[config.mk]
export PLATFORM = sky130hd
export DESIGN_NAME = cpu_run_ctrl
export DESIGN_NICKNAME = d
export VERILOG_FILES = /design/src/rtl/cpu_run_ctrl.sv
export SDC_FILE = /design/constraint.sdc
export NUM_CORES = 1
export LEC_CHECK = 0
export ABC_AREA = 1
export BUFFER_PORTS_ARGS = -buffer_cell sky130_fd_sc_hd__clkbuf_2
export CORE_ASPECT_RATIO = 1.75
export CORE_UTILIZATION = 50
export CTS_BUF_LIST = sky130_fd_sc_hd__clkbuf_4 sky130_fd_sc_hd__clkbuf_8
export DETAILED_ROUTE_END_ITERATION = 12
export PLACE_DENSITY = 0.84
export SLEW_MARGIN = 20
export SYNTH_ARGS = -nofsm -noshare
export SYNTH_HDL_FRONTEND = slang
export SYNTH_SLANG_ARGS = --single-unit
[constraint.sdc]
create_clock -name clk -period 2.2 [get_ports clk]
set_clock_uncertainty 0.1 [all_clocks]
set_input_delay 0.22 -clock clk [delete_from_list [all_inputs] [get_ports clk]]
set_output_delay 0.22 -clock clk [all_outputs]
set_load 0.03 [all_outputs]
[src/rtl/cpu_run_ctrl.sv]
// CPU run controller: resets a controlled CPU, lets it run until it halts
// or a cycle budget runs out, and records cycle count and LED activity.
module cpu_run_ctrl #(
    parameter int LED_W      = 4,
    parameter int RST_HOLD   = 2,
    parameter int MAX_CYCLES = 80,
    parameter int CNT_W      = 16
) (
    input  logic             clk,
    input  logic             rstn_ini,
    input  logic             start,
    input  logic             cpu_stop,
    input  logic [LED_W-1:0] cpu_leds,
    output logic             cpu_rstn,
    output logic             running,
    output logic             done,
    output logic             timeout,
    output logic [CNT_W-1:0] cycles,
    output logic [LED_W-1:0] leds_last,
    output logic [7:0]       led_changes
);

    localparam int                HOLD_W    = $clog2(RST_HOLD + 1);
    localparam logic [HOLD_W-1:0] HOLD_LAST = HOLD_W'(RST_HOLD - 1);
    localparam logic [CNT_W-1:0]  CYC_MAX   = CNT_W'(MAX_CYCLES);

    typedef enum logic [1:0] {
        S_IDLE  = 2'd0,
        S_RESET = 2'd1,
        S_RUN   = 2'd2,
        S_DONE  = 2'd3
    } state_t;

    state_t             r_state, w_state_nx;
    logic [HOLD_W-1:0]  r_hold, w_hold_nx;
    logic [CNT_W-1:0]   r_cycles, w_cycles_nx, w_cyc_inc;
    logic               r_timeout, w_timeout_nx;
    logic [LED_W-1:0]   r_leds_last, w_leds_last_nx;
    logic [7:0]         r_changes, w_changes_nx;
    logic               r_cpu_rstn, r_running, r_done;

    // Next-state and next-result computation for all registered state.
    always_comb begin
        w_state_nx     = r_state;
        w_hold_nx      = r_hold;
        w_cycles_nx    = r_cycles;
        w_timeout_nx   = r_timeout;
        w_leds_last_nx = r_leds_last;
        w_changes_nx   = r_changes;
        w_cyc_inc      = r_cycles + CNT_W'(1);
        case (r_state)
            S_IDLE, S_DONE: begin
                if (start) begin
                    // New run: drop every result of the previous one.
                    w_state_nx     = S_RESET;
                    w_hold_nx      = '0;
                    w_cycles_nx    = '0;
                    w_timeout_nx   = 1'b0;
                    w_leds_last_nx = '0;
                    w_changes_nx   = 8'd0;
                end else begin
                    w_state_nx = r_state;
                end
            end
            S_RESET: begin
                if (r_hold == HOLD_LAST) begin
                    w_state_nx = S_RUN;
                end else begin
                    w_hold_nx = r_hold + HOLD_W'(1);
                end
            end
            S_RUN: begin
                // LEDs are captured on every RUN edge, the exit edge included.
                w_leds_last_nx = cpu_leds;
                if ((cpu_leds != r_leds_last) && (r_changes != 8'd255)) begin
                    w_changes_nx = r_changes + 8'd1;
                end else begin
                    w_changes_nx = r_changes;
                end
                // A halt takes priority over budget expiry on the same edge.
                if (cpu_stop) begin
                    w_state_nx   = S_DONE;
                    w_timeout_nx = 1'b0;
                end else begin
                    w_cycles_nx = w_cyc_inc;
                    if (w_cyc_inc == CYC_MAX) begin
                        w_state_nx   = S_DONE;
                        w_timeout_nx = 1'b1;
                    end else begin
                        w_state_nx = S_RUN;
                    end
                end
            end
            default: begin
                w_state_nx = S_IDLE;
            end
        endcase
    end

    // FSM state register.
    always_ff @(posedge clk or negedge rstn_ini) begin
        if (!rstn_ini) begin
            r_state <= S_IDLE;
        end else begin
            r_state <= w_state_nx;
        end
    end

    // Result and status registers; status flags follow the next state so they line up with r_state.
    always_ff @(posedge clk or negedge rstn_ini) begin
        if (!rstn_ini) begin
            r_hold      <= '0;
            r_cycles    <= '0;
            r_timeout   <= 1'b0;
            r_leds_last <= '0;
            r_changes   <= 8'd0;
            r_cpu_rstn  <= 1'b0;
            r_running   <= 1'b0;
            r_done      <= 1'b0;
        end else begin
            r_hold      <= w_hold_nx;
            r_cycles    <= w_cycles_nx;
            r_timeout   <= w_timeout_nx;
            r_leds_last <= w_leds_last_nx;
            r_changes   <= w_changes_nx;
            r_cpu_rstn  <= (w_state_nx == S_RUN) || (w_state_nx == S_DONE);
            r_running   <= (w_state_nx == S_RUN);
            r_done      <= (w_state_nx == S_DONE);
        end
    end

    assign cpu_rstn    = r_cpu_rstn;
    assign running     = r_running;
    assign done        = r_done;
    assign timeout     = r_timeout;
    assign cycles      = r_cycles;
    assign leds_last   = r_leds_last;
    assign led_changes = r_changes;

endmodule

==> flow_summary.toml, run 1 <==
[outcome]
run_status = "completed"

[final_layout]
final_nets = 342
area_delta_synth_final_pct = 19.8
final_util_pct = 63.1
non_filler_instances = 377
fillers = 345
antenna-diode-count = 0
share_of_layout_cells_above_drive_strength_1_pct = 24.6

[drt]
wl_per_cell_um = 13.2
detailedRoute.firstIterationViolations = 86
drtPass1Iterations = 5
route.antenna.remaining_nets = 0
detail_route.vias_per_cell = 5.36
drt_drc_violations_left = 0
route.vias.total = 2020
drt-total-wl_um = 4980

[logic_synthesis]
synth_edf_count = 0
dominantRegCellSynth = "dfrtp_1"
syn_area_um2 = 2080
yosysTopAreaCellShare_pct = 42.2
ys_ff_latch = 35
share_of_synthesized_flip_flops_with_an_asynchronous_set_or_reset_pct = 100
yosys.cell_count.top_type = "nand2_1"
synth_common_cells = "nand2_1, inv_1, dfrtp_1"
post_synth.cell_area_avg_um2 = 7.47
netlist-cell-type-count = 26
synth_top_cells_by_area = "dfrtp_1, nand2_1, inv_1"
synth.yosys.seq_area_share_pct = 42.2
yosys_warnings = 0
synth_cells = 278
synthDominantAreaCellType = "dfrtp_1"
postSynthNetCount = 292

[timing]
slew_viol_final = 0
maxClockFrequency_mhz = 487
worst-slew-pin-transition_ns = 0.860
post-route-period-util_pct = 93.4
finalCriticalPeriod_ns = 2.06
finalHoldViolations = 0
holdWs_ns = 0.0669
setup_violations = 0
relSlewSlack_pct = 42.7
fin_setup_tns_ns = 0

[worst_setup_path]
timing.setup.critical_path_class = "flip-flop to flip-flop"
worst_path_max_delay_cell = "dfrtp_1"
cp_data_arrival_time_ns = 2.18
worst_setup_path_start_kind = "flip-flop"
crit_top_cell = "inv_1"
peak_fanout_along_the_critical_path = 7
endpoint_kind = "flip-flop"
worstPathRequired_ns = 2.33
timing.critical_path.cells = "inv_1, ha_1, inv_1, nor2_1, nor2_2, nand3_1, nand2_2, nand2_1, or2_2, a21oi_1"
timing.critical_path.slowest_cell_delay_ns = 0.41

[clock_network]
cts.repair_timing.setup_buffer_count = 0
clock_insertion_delay_worst_skew_ns = 0.30
cts_tree = "done"
h-tree-depth = 2
ctsRootBufferMaster = "clkbuf_8"
cts-root-to-sink-buffers = 2
clk_pin_slew_ns = 0.07
clock_sinks = 35
cts_buffers = 5

[global_route]
grt_start_max_net_pins = 36
total_global_route_track_usage_pct = 25.1
grt-ovfl-total = 0
initial_antenna_violation_count = 0
grt_first_pass_wirelength_um = 8090
via_count_of_the_first_global_routing_pass = 1939

[placed_design]
count_of_buffers_from_port_buffering = 39
gp_congestion = 0.910
hpwlAfterDp_um = 3660
place_inst = 368

[power_and_ir_drop]
vdd_ir_drop_max_uv = 877
p_leak_nw = 1.20
power_per_cell_area_nw_per_um2 = 915

[job]
max_cap_violations = 0

[worst_hold_path]
hold_path.class = "input port to flip-flop"

[floorplan]
die-area_um2 = 4420
floorplan.die.height_um = 87.2
die_x_um = 50.7
placement_rows = 30
ioPinCount = 40
initial_utilization_pct = 52.7
fp.coreArea_um2 = 3940
-- metrics by stage --
step,instance area [µm²],setup slack (ns),power (mW)
floorplan,2080,0.0928,1.47
global placement,2360,0.215,1.71
detailed placement,2360,0.0895,1.73
CTS,2470,0.0539,2.28
global route,2490,-0.00864,2.43
finish,2490,0.145,2.27
-- worst paths after layout --
path,startpoint,endpoint,slack [ns],cells after the start
max in group asynchronous,rstn_ini,cycles[0]$_DFFE_PN0P_,0.95,2
min,cpu_leds[0],leds_last[0]$_DFFE_PN0P_,0.07,3
max reg2reg,cpu_rstn$_DFF_PN0_,led_changes[2]$_DFFE_PN0P_,0.14,10
min in group asynchronous,rstn_ini,cycles[7]$_DFFE_PN0P_,0.46,2
max,cpu_rstn$_DFF_PN0_,led_changes[2]$_DFFE_PN0P_,0.14,10
min reg2reg,r_hold[0]$_DFFE_PN0P_,r_hold[0]$_DFFE_PN0P_,0.38,1
-- kinds of logic after synthesis --
logic type | share of synthesized area (%)
mux | 0.482
buf+inv | 7.96
flops | 42.2
xor+xnor | 2.95
simple gates | 32.7
fa+ha+maj | 3.62
compound gates | 10.1
-- power by group --
part / switching [mW] / internal (mW)
Clock: 0.239 / 0.298
Combinational: 0.653 / 0.272
Sequential: 0.0699 / 0.743
-- per-layer routing --
| metal | GRT usage, % | vias up | wire length (µm) |
|---|---|---|---|
| met5 | 0 | - | 0 |
| met4 | 14.9 | 0 | 153 |
| met3 | 6.11 | 14 | 207 |
| met2 | 45.8 | 59 | 2740 |
| met1 | 24.8 | 956 | 1890 |
| li1 | - | 991 | - |
-- state kept, by name, summed over array words and instances (netlist names) --
signal and flops:
timeout 1, cpu_rstn 1, running 1, cycles 16, r_hold 2, done 1
r_state 1, led_changes 8, leds_last 4
-- layout make-up --
type / count / area, µm² / area share (%)
sequential: 35 / 877 / 35.3
inverter: 43 / 161 / 6.49
timing repair buffer: 44 / 235 / 9.46
multi-input combinational: 199 / 1050 / 42.2
clock buffer: 8 / 104 / 4.18
tap: 48 / 60.1 / 2.41
-- critical path: cells and delay by family, from the launching register on --
kind / cells / cell delay, ns
AOI/OAI and AO/OA: 1 / 0.12
adders and majority gates: 1 / 0.32
DFF: 1 / 0.41
and+or+nand+nor: 6 / 0.85
buffers and inverters: 2 / 0.17
-- cells in the final DEF (no fill, tap or decap), drive strengths merged, types with 3 or more instances in the layout --
master,synthesis,layout
xor2,3,3
inv,43,43
o22ai,9,9
clkbuf,1,47
nand4,6,6
nand2,83,83
o21ai,21,21
nor2,36,36
nor3,3,3
ha,6,6
xnor2,4,4
a21oi,5,5
buf,0,4
nand3,17,17
dfrtp,35,35
-- what timing repair did --
item                                    in CTS  in global routing
endpoints found under the setup margin       0                 11
endpoints found under the hold margin       35                  0
hold buffers                                 1                  0
gates resized for setup                      0                  5
(Power assumes the default switching activity.)
==> inputs of run 2 (changes only) <==
--- a/config.mk
+++ b/config.mk
@@ -8,10 +8,11 @@
 export ABC_AREA = 1
 export BUFFER_PORTS_ARGS = -buffer_cell sky130_fd_sc_hd__clkbuf_2
 export CORE_ASPECT_RATIO = 1.75
+export CORE_MARGIN = 2
 export CORE_UTILIZATION = 50
 export CTS_BUF_LIST = sky130_fd_sc_hd__clkbuf_4 sky130_fd_sc_hd__clkbuf_8
 export DETAILED_ROUTE_END_ITERATION = 12
-export PLACE_DENSITY = 0.84
+export PLACE_DENSITY = 0.76
 export SLEW_MARGIN = 20
 export SYNTH_ARGS = -nofsm -noshare
 export SYNTH_HDL_FRONTEND = slang
==> run 2 against run 1 <==
Effect of this change: register-to-register slack improved by 0.03 ns; sequential share of layout area rose by 0.18 points; non-clock buffer count rose by 1; setup slack improved by 0.027 ns; maximum frequency rose by 1.3%; die area rose by 6.3%; sequential cell count did not move; clock power fell by 11%; power fell by 2.2%; critical endpoint is now cycles[9]$_DFFE_PN0P_; highest routed layer unchanged.
==> flow_summary.toml, run 2 (synthesized netlist as in run 1, its figures left out) <==
[placed_design]
pre_cts_ws_ns = 0.0959
count_of_buffers_from_port_buffering = 39
place_inst = 370
gp_congestion = 0.886
hpwlAfterDp_um = 3760

[power_and_ir_drop]
power_per_cell_area_nw_per_um2 = 901
vdd_ir_drop_max_uv = 866
p_leak_nw = 1.20
power.total_mw = 2.23

[worst_setup_path]
rr_worst_depth = 7
timing.critical_path.slowest_cell_delay_ns = 0.53
regToRegStartpoint = "cpu_rstn$_DFF_PN0_"
ff2ff_setup_slack_ns = 0.17
crit_top_cell = "inv_1"
timing.setup.critical_path_class = "flip-flop to flip-flop"
rr_endpoint = "cycles[9]$_DFFE_PN0P_"
endpoint_kind = "flip-flop"
worst_setup_path_start_kind = "flip-flop"
peak_fanout_along_the_critical_path = 16
worstPathRequired_ns = 2.25
startpoint = "cpu_rstn$_DFF_PN0_"
worst_path_max_delay_cell = "o21a_1"
timing.critical_path.cells = "inv_1, ha_1, inv_1, nor2_1, nor2_2, o21a_1, o22ai_1"
cp_data_arrival_time_ns = 2.08

[timing]
finalHoldViolations = 0
finalCriticalPeriod_ns = 2.03
slew_viol_final = 0
setup_violations = 0
fin_setup_tns_ns = 0
rsz_0062_raised_after_global_routing = "no"
post-route-period-util_pct = 92.2
relSlewSlack_pct = 60.4
maxClockFrequency_mhz = 493
final_critical_path_setup_slack_ns = 0.171
worst-slew-pin-transition_ns = 0.594

[drt]
route.vias.total = 1970
detail_route.vias_per_cell = 5.21
wl_per_cell_um = 13.0
drtPass1Iterations = 4
drt-total-wl_um = 4930
route.antenna.remaining_nets = 0
drt_drc_violations_left = 0
detailedRoute.firstIterationViolations = 48

[floorplan]
fp.coreArea_um2 = 4070
placement_rows = 31
initial_utilization_pct = 51.0
ioPinCount = 40
die-area_um2 = 4700
floorplan.die.height_um = 89.2
die_x_um = 52.7

[global_route]
via_count_of_the_first_global_routing_pass = 1910
grt-ovfl-total = 0
total_global_route_track_usage_pct = 23.7
grt_first_pass_wirelength_um = 8150
grt_start_max_net_pins = 36
initial_antenna_violation_count = 0

[clock_network]
h-tree-depth = 2
clock_insertion_delay_worst_skew_ns = 0.29
cts_buffers = 5
cts_tree = "done"
cts-root-to-sink-buffers = 2
clk_pin_slew_ns = 0.07
cts.repair_timing.setup_buffer_count = 0
ctsRootBufferMaster = "clkbuf_8"
clock_sinks = 35

[final_layout]
final_nets = 343
final_util_pct = 60.7
most_common_library_cell_in_the_layout_ignoring_fill_and_taps = "nand2_1"
largest_register_ffs = 16
top_library_cells_by_usage_in_the_layout_fill_and_taps_aside = "nand2_1, inv_1, clkbuf_2"
area_delta_synth_final_pct = 19.0
antenna-diode-count = 0
share_of_layout_cells_above_drive_strength_1_pct = 23.7
non_filler_instances = 378
fillers = 401

[worst_hold_path]
hold_path.class = "input port to flip-flop"
worst_hold_path_cell_count = 3
hold_end = "leds_last[0]$_DFFE_PN0P_"
worst_hold_startpoint = "cpu_leds[0]"

[job]
max_cap_violations = 0

[outcome]
run_status = "completed"
[run 2: changes by cell type in the layout (fill, tap and decap cells not counted), sizes merged]
cell	delta
clkbuf	-2
buf	+1
clkinv	+1
[run 2: stage by stage]
stage / hold WS [ns] / area [µm²]
final: 0.0646 / 2470
after global routing: 0.0777 / 2470
after CTS: 0.0571 / 2460
after detailed placement: 0.185 / 2370
after global placement: 0.186 / 2370
after floorplan: -0.176 / 2080
[run 2: what timing repair did]
action                                 in CTS  in global routing
endpoints found under the hold margin      35                  0
gates resized for setup                     0                  2
setup endpoints to repair                   0                 12
hold buffers                                1                  0
[run 2: metal layers]
metal  share of wire [%]  up-vias  GRT usage, %
li1                    -      989             -
met1                  39      930          24.4
met5                   0        -             0
met4                 3.1        0          10.0
met2                  55       39          44.8
met3                 3.6       12          4.52
[run 2: final cells by class]
| type | count | area (µm²) | area share [%] |
|---|---|---|---|
| clock buffers | 6 | 82.6 | 3.34 |
| clock inverters | 1 | 5.00 | 0.203 |
| inverters | 43 | 161 | 6.53 |
| multi-input cells | 199 | 1040 | 42.2 |
| flip-flops and latches | 35 | 876 | 35.4 |
| well taps | 49 | 61.3 | 2.48 |
| repair buffers | 45 | 243 | 9.82 |
[run 2: how the worst max path moves through the flow]
| stage | slack [ns] | to |
|---|---|---|
| floorplan | 0.09 | led_changes[2]$_DFFE_PN0P_ |
| global placement | 0.17 | cycles[6]$_DFFE_PN0P_ |
| detailed placement | 0.1 | cycles[14]$_DFFE_PN0P_ |
| CTS | 0.09 | cycles[14]$_DFFE_PN0P_ |
| global route | 0.0008 | done$_DFF_PN0_ |
| finish | 0.17 | cycles[9]$_DFFE_PN0P_ |
[run 2: worst max-delay path: cells and delay by family, from the launching register on]
family / cells / cell delay, ns
AOI/OAI and AO/OA: 2 / 0.68
DFF: 1 / 0.41
adders and majority gates: 1 / 0.32
and+or+nand+nor: 2 / 0.22
buffers and inverters: 2 / 0.16
[run 2: where the power goes]
| group | switching, mW | internal (mW) | total [mW] |
|---|---|---|---|
| Clock | 0.234 | 0.246 | 0.480 |
| Sequential | 0.0705 | 0.742 | 0.812 |
| Combinational | 0.660 | 0.273 | 0.933 |
==> inputs of run 3 (changes only) <==
--- a/config.mk
+++ b/config.mk
@@ -13,6 +13,7 @@
 export CTS_BUF_LIST = sky130_fd_sc_hd__clkbuf_4 sky130_fd_sc_hd__clkbuf_8
 export DETAILED_ROUTE_END_ITERATION = 12
 export PLACE_DENSITY = 0.76
+export SETUP_SLACK_MARGIN = 0.5
 export SLEW_MARGIN = 20
 export SYNTH_ARGS = -nofsm -noshare
 export SYNTH_HDL_FRONTEND = slang
==> run 3 against run 2 <==
Effect of this change: utilization grew 11 points; maximum frequency grew 5.5%; clock power is essentially flat; sequential cell count is the same; sequential share of layout area shrank 5.1 points; final cell count grew 6.1%; routed wire length grew 17%; setup slack gained 0.11 ns; final area grew 18%; critical path depth grew 6; critical path type unchanged; die area is the same; sequential power grew 2%.
==> flow_summary.toml, run 3 (synthesized netlist as in run 1, its figures left out) <==
[outcome]
run_status = "completed"

[power_and_ir_drop]
clockPowerShare_pct = 16.7
power_switching_mw = 1.24
pwr-share-seq_pct = 28.8
vdd_ir_drop_max_uv = 799
switching_share_pct = 43.2
pwr-share-comb_pct = 54.5
p_leak_nw = 1.36
power_per_cell_area_nw_per_um2 = 982
p_int_mw = 1.63

[floorplan]
fp.coreArea_um2 = 4070
floorplan.die.height_um = 89.2
ioPinCount = 40
die-area_um2 = 4700
placement_rows = 31
die_x_um = 52.7
initial_utilization_pct = 51.0

[final_layout]
finish.instance_area_um2 = 2920
top_library_cells_by_usage_in_the_layout_fill_and_taps_aside = "nand2_1, clkbuf_2, inv_1"
fillers = 327
largest_register_ffs = 16
area_delta_synth_final_pct = 40.9
share_of_layout_cells_above_drive_strength_1_pct = 44.6
most_common_library_cell_in_the_layout_ignoring_fill_and_taps = "nand2_1"
final_nets = 365
antenna-diode-count = 0

[global_route]
via_count_of_the_first_global_routing_pass = 1992
grt-ovfl-total = 0
grt_start_max_net_pins = 17
grt_first_pass_wirelength_um = 8560
initial_antenna_violation_count = 0
total_global_route_track_usage_pct = 24.4

[drt]
route.antenna.remaining_nets = 0
wl_per_cell_um = 14.4
route.vias.total = 2097
detailedRoute.firstIterationViolations = 40
drtPass1Iterations = 4
detail_route.vias_per_cell = 5.23
drt-total-wl_um = 5780
drt_drc_violations_left = 0

[clock_network]
h-tree-depth = 2
clock_sinks = 35
ctsRootBufferMaster = "clkbuf_8"
cts-root-to-sink-buffers = 2
cts_buffers = 5
clk_pin_slew_ns = 0.07
cts_tree = "done"
clock_insertion_delay_worst_skew_ns = 0.29

[placed_design]
hpwlAfterDp_um = 3960
count_of_buffers_from_port_buffering = 39
pre_cts_ws_ns = 0.158
dpl_cell_area_um2 = 2430
gp_congestion = 0.903

[worst_setup_path]
worstPathRequired_ns = 2.32
cp_data_arrival_time_ns = 2.05
peak_fanout_along_the_critical_path = 3
endpoint_kind = "flip-flop"
worst_setup_path_start_kind = "flip-flop"
ff2ff_setup_slack_ns = 0.28
timing.setup.critical_path_class = "flip-flop to flip-flop"

[timing]
post-route-period-util_pct = 87.4
fin_setup_tns_ns = 0
worst-slew-pin-transition_ns = 0.399
relSlewSlack_pct = 73.4
maxClockFrequency_mhz = 520
final_critical_path_setup_slack_ns = 0.277
finalCriticalPeriod_ns = 1.92
slew_viol_final = 0
rsz_0062_raised_after_global_routing = "yes"
finalHoldViolations = 0
setup_violations = 0

[worst_hold_path]
hold_path.class = "input port to flip-flop"

[job]
max_cap_violations = 0
-- run 3: layout make-up --
| type | instances | area, µm² | share of cell area, % |
|---|---|---|---|
| clock buffers | 7 | 83.8 | 2.87 |
| clock inverters | 1 | 5.00 | 0.171 |
| inverters | 43 | 166 | 5.69 |
| multi-input cells | 199 | 1280 | 43.7 |
| flip-flops and latches | 35 | 887 | 30.3 |
| well taps | 49 | 61.3 | 2.10 |
| repair buffers | 67 | 442 | 15.1 |
-- run 3: timing repair --
action / in CTS / in global routing
endpoints found under the setup margin: 27 / 30
hold endpoints to repair: 13 / 0
pin swaps: 8 / 18
cloned: 0 / 1
gates resized for setup: 9 / 56
buffers inserted: 11 / 12
hold buffers: 1 / 0
-- run 3: per-layer routing --
metal	up-vias	GRT usage, %	wire length [µm]
met5	-	0	0
met4	0	13.3	220
li1	1037	-	-
met2	55	44.7	3240
met3	24	4.01	183
met1	981	25.8	2140
-- run 3: stage by stage --
stage | power (mW) | hold slack [ns] | utilization [%] | std cells
2_1_floorplan | 1.58 | -0.176 | - | 278
3_3_place_gp | 1.82 | 0.0473 | 59.8 | 368
3_5_place_dp | 1.84 | 0.0541 | 59.8 | 368
4_1_cts | 2.46 | 0.0662 | 65.0 | 388
5_1_grt | 3.04 | 0.0837 | 71.8 | 401
6_report | 2.87 | 0.0774 | 71.8 | 401
-- run 3: path summary, 6_finish.rpt --
check | start | cells after the start | to
hold reg to reg | r_hold[0]$_DFFE_PN0P_ | 1 | r_hold[0]$_DFFE_PN0P_
min in group asynchronous | rstn_ini | 2 | cycles[5]$_DFFE_PN0P_
max in group asynchronous | rstn_ini | 3 | cpu_rstn$_DFF_PN0_
setup reg to reg | cycles[0]$_DFFE_PN0P_ | 13 | done$_DFF_PN0_
setup / recovery | cycles[0]$_DFFE_PN0P_ | 13 | done$_DFF_PN0_
hold / removal | cpu_leds[1] | 3 | leds_last[1]$_DFFE_PN0P_
-- run 3: worst max-delay path: stages, from the launching register on --
cell	delay, ns
dfrtp_2	0.40
buf_4	0.14
nand3_2	0.10
nor2_2	0.21
nand4_1	0.11
nand2_1	0.12
nand2_1	0.09
nor2_2	0.14
nand3_2	0.11
nand2_2	0.09
nand2_2	0.05
nand2_2	0.07
nand2_2	0.06
nor2_2	0.07
-- run 3: power groups by stage --
| stage | combinational (mW) | sequential, mW | clock, mW |
|---|---|---|---|
| floorplan | 0.613 | 0.969 | 0 |
| global placement | 0.975 | 0.843 | 0 |
| detailed placement | 0.993 | 0.846 | 0 |
| CTS | 1.14 | 0.829 | 0.490 |
| global route | 1.69 | 0.837 | 0.520 |
| finish | 1.57 | 0.827 | 0.480 |
